### src/rtl/perceptron_mac.sv
// rtl/perceptron_mac.sv - perceptron multiply-accumulate stage with step activation
// Define PERCEPTRON_BIAS_EN to add a bias read at address N (input treated as +1).
module perceptron_mac #(
  parameter int                      N         = 8,
  parameter int                      ADDR_W    = 8,
  parameter int                      ACC_W     = 20,
  parameter logic signed [ACC_W-1:0] THRESHOLD = '0
) (
  input  logic              clk,
  input  logic              nRst,
  input  logic              start,
  output logic              busy,
  output logic              rd_en,
  output logic [ADDR_W-1:0] rd_addr,
  input  logic [7:0]        in_data,
  input  logic [7:0]        w_data,
  output logic              out_valid,
  input  logic              out_ready,
  output logic [7:0]        out_data,
  output logic [ACC_W-1:0]  acc_out
);

`ifdef PERCEPTRON_BIAS_EN
  localparam int NR = N + 1;
`else
  localparam int NR = N;
`endif
  localparam logic [ADDR_W-1:0] LAST_ADDR = ADDR_W'(NR - 1);

  typedef enum logic [1:0] {IDLE, RUN, DRAIN, OUT} state_t;

  state_t             state;
  logic [ACC_W-1:0]   acc;
  logic               rd_en_d;
  logic signed [15:0] prod;
  logic [ACC_W-1:0]   term;
  logic [ACC_W-1:0]   acc_sum;
`ifdef PERCEPTRON_BIAS_EN
  logic               bias_d;
`endif

  // Bank data lags rd_en by one cycle, so rd_en_d marks a valid in_data/w_data pair.
  always_comb begin
    prod = $signed(in_data) * $signed(w_data);
    term = '0;
    if (rd_en_d) begin
`ifdef PERCEPTRON_BIAS_EN
      if (bias_d)
        term = {{(ACC_W-8){w_data[7]}}, w_data};
      else
        term = {{(ACC_W-16){prod[15]}}, prod};
`else
      term = {{(ACC_W-16){prod[15]}}, prod};
`endif
    end
    acc_sum = acc + term;
  end

  always_ff @(posedge clk or negedge nRst) begin
    if (!nRst) begin
      state     <= IDLE;
      busy      <= 1'b0;
      rd_en     <= 1'b0;
      rd_addr   <= '0;
      rd_en_d   <= 1'b0;
      acc       <= '0;
      out_valid <= 1'b0;
      out_data  <= 8'h00;
      acc_out   <= '0;
`ifdef PERCEPTRON_BIAS_EN
      bias_d    <= 1'b0;
`endif
    end else begin
      rd_en_d <= rd_en;
`ifdef PERCEPTRON_BIAS_EN
      bias_d  <= rd_en && (rd_addr == ADDR_W'(N));
`endif
      case (state)
        IDLE: begin
          if (start) begin
            acc     <= '0;
            rd_addr <= '0;
            rd_en   <= 1'b1;
            busy    <= 1'b1;
            state   <= RUN;
          end
        end
        RUN: begin
          acc <= acc_sum;
          if (rd_addr == LAST_ADDR) begin
            rd_en <= 1'b0;
            state <= DRAIN;
          end else begin
            rd_addr <= rd_addr + ADDR_W'(1);
          end
        end
        DRAIN: begin
          // The last product lands this cycle, so the result is taken from acc_sum.
          acc       <= acc_sum;
          acc_out   <= acc_sum;
          out_data  <= ($signed(acc_sum) >= THRESHOLD) ? 8'h01 : 8'h00;
          out_valid <= 1'b1;
          state     <= OUT;
        end
        OUT: begin
          if (out_ready) begin
            out_valid <= 1'b0;
            busy      <= 1'b0;
            state     <= IDLE;
          end
        end
        default: state <= IDLE;
      endcase
    end
  end

endmodule

### config.mk
export PLATFORM = sky130hd
export DESIGN_NAME = perceptron_mac
export DESIGN_NICKNAME = d
export VERILOG_FILES = /design/src/rtl/perceptron_mac.sv
export SDC_FILE = /design/constraint.sdc
export NUM_CORES = 1
export LEC_CHECK = 0
export BUFFER_PORTS_ARGS = -buffer_cell sky130_fd_sc_hd__buf_2
export CORE_ASPECT_RATIO = 1.1
export CORE_MARGIN = 2
export CORE_UTILIZATION = 40
export DETAILED_ROUTE_END_ITERATION = 12
export GPL_TIMING_DRIVEN = 1
export PLACE_DENSITY = 0.57
export SYNTH_ARGS = -nofsm -noshare
export SYNTH_HDL_FRONTEND = slang
export SYNTH_SLANG_ARGS = --single-unit
### constraint.sdc
create_clock -name clk -period 4.54 [get_ports clk]
set_clock_uncertainty 0.05 [all_clocks]
set_input_delay 0.227 -clock clk [delete_from_list [all_inputs] [get_ports clk]]
set_output_delay 0.227 -clock clk [all_outputs]
set_load 0.02 [all_outputs]
==> results.ini <==
[status]
status = finished, violations left
violations = setup timing

[die]
row_count = 46
die_w_um = 118.8
num_io_pins = 59
die_h_um = 130.3
start_util_pct = 40.62
die-area_um2 = 15470
core_area_um2 = 14270

[global_routing]
antenna_found_initial = 0
grt_pass1_wl_um = 22490
first_global_vias = 4746
grt_usage_pct = 17.76
grt_overflow = 0
grt_max_degree = 56

[route]
antenna_left = 0
post_drt_wl_per_cell_um = 14.57
vias = 4500
drtPass1Iterations = 4
drtIter0Drc = 194
wl_um = 13610
vias_per_cell = 4.818
drc = 0

[clock_network]
clock_path_buffers = 2
cts_tree = built
clock_sinks = 55
clkLatencyLatePin_ns = 0.30
clkTransAtPathRegs_ns = 0.07
cts_hold_buf = 0
cts_buffers = 5
h-tree-depth = 2
cts_root_buf = clkbuf_16

[worst_setup_path]
critPathMostFrequentCell = ha_4
cp_top_family = adder cells
cp.arrival_ns = 5.83
start_kind = primary input
crit_slowest_cell = fa_1
worst_ep_required_time_ns = 4.68
worstSetupPathType = primary input to register
crit_path_max_incr_delay_ns = 0.54
critPathBufInv = 4
worst_setup_path_end_kind = register
crit_fanout = 5

[timing]
max_slew_margin_pct = 25.84
rsz0062_at_grt = yes
post-route-min-period_ns = 5.693
fin_crit_sh_pct = 125.4
setup_viol = 25
drv_slew = 0
hold_viol = 0
tightest_slew_ns = 1.112
fin_ws_ns = -1.153
fmax_mhz = 175.7

[synth]
syn_area_um2 = 5798
netlist.area_leader.share_pct = 23.74
ys_ff_latch = 55
synth_edf_count = 0
synth.most_common_cell = inv_1
synth.largest_area_cell = dfrtp_1
synth_cells = 600
synth.area.top_cells = dfrtp_1, fa_1, ha_1, inv_1, and2_1
avgSynthCellArea_um2 = 9.663
yosysWarnings = 0
synth_cell_type_count = 54
yosys_most_used_dff = dfrtp_1
synth_commonest_cells = inv_1, and2_1, fa_1, dfrtp_1, ha_1
yosysSeqAreaShare_pct = 23.74
async_flop_share_pct = 100.0

[placement]
dp_hpwl_um = 10560
dp.cells = 915
gp_congestion = 0.8878
port_buffers = 51
preCtsSetupSlack_ns = -1.576

[finish]
multi_input_area_um2 = 4527
seq_area_um2 = 1376
fin_nets = 870
final-instance-count-excl-fill = 934
fill_cells = 1334
fin_util_pct = 54.19
drive_above_1_share_pct = 38.54
antenna_cells = 0
area_delta_synth_final_pct = 33.41

[job]
maxCapViolations = 0

[worst_hold_path]
hp-class = primary input to async pin

==> routing by layer <==
metal | up-vias | track usage (%) | share of wire, %
met3 | 14 | 2.054 | 1.8
li1 | 2220 | - | -
met1 | 2210 | 22.18 | 44
met2 | 56 | 33.00 | 53
met4 | 0 | 4.132 | 1.2
met5 | - | 0 | 0
==> worst paths after layout <==
path / start / end / slack, ns / cells past startpoint
max in group asynchronous: nRst / acc[1] / 3.97 / 2
setup / recovery: w_data[0] / acc_out[19] / -1.15 / 28
hold reg to reg: rd_en / rd_en_d / 0.40 / 0
setup reg to reg: rd_en_d / acc_out[14] / 1.29 / 13
hold / removal: nRst / acc[11] / 0.002 / 2
min in group clk: out_ready / out_valid / 0.10 / 2
==> cells in the final DEF (no fill, tap or decap), types with 11 or more instances in the layout <==
master	instances
buf_4	92
inv_1	90
fa_1	55
dfrtp_1	55
and2_1	39
buf_2	38
ha_1	32
nand2_1	30
and2_4	20
nor2_1	20
xnor2_1	19
ha_4	19
a21oi_1	18
mux2_2	17
a22o_1	17
inv_2	12
xor2_1	11
buf_6	11
==> cells by family (layout without fill, tap and decap cells) <==
| group | Yosys count | count (layout) | share of synthesized area (%) |
|---|---|---|---|
| AOI/OAI and AO/OA | 109 | 109 | 13.42 |
| xor gates and xnor gates | 39 | 39 | 6.021 |
| adders and majority gates | 109 | 109 | 30.77 |
| buffers and inverters | 118 | 254 | 8.351 |
| DFF | 55 | 55 | 23.74 |
| muxes | 23 | 23 | 4.445 |
| other | 1 | 7 | 0.06468 |
| and+or+nand+nor | 146 | 146 | 13.19 |
==> timing repair <==
action,in CTS,in global routing
setup buffers,7,4
gates resized for setup,59,70
pin swaps,27,40
endpoints found under the setup margin,25,25
==> sequential cells by signal, indices dropped and copies added (netlist names) <==
name	cells
state	2
rd_en	1
acc	20
rd_addr	8
out_data	1
rd_en_d	1
acc_out	20
out_valid	1
busy	1
==> layout make-up <==
cell class	count	share of cell area, %
inverter	102	4.950
multi-input combinational	433	58.52
sequential	55	17.79
timing repair buffer	144	13.70
tap	192	3.106
clock buffer	5	1.618
clock inverter	3	0.3073
==> worst reg2reg max path, cell delays in order, from the launching register on <==
cell and delay [ns]:
dfrtp_1 0.64, and3_1 0.26, ha_1 0.22, inv_1 0.07
fa_1 0.39, nor2b_1 0.14, o21a_1 0.15, o21ai_1 0.11
a31oi_2 0.30, a31oi_4 0.16, buf_6 0.14, buf_6 0.10
xnor2_1 0.13, mux2_2 0.27
==> stage by stage <==
| step | hold slack [ns] | setup TNS, ns | instance area (um2) |
|---|---|---|---|
| floorplan | -0.1186 | -12.08 | 5987 |
| global placement | 0.3499 | -25.62 | 7009 |
| detailed placement | 0.3628 | -26.51 | 7009 |
| CTS | 0.04323 | -15.67 | 7427 |
| global route | 0.06926 | -20.61 | 7735 |
| finish | 0.002425 | -16.28 | 7735 |
Power is not shown: default switching activity piles up to over one toggle a cycle in this logic, so the estimate is an artifact.
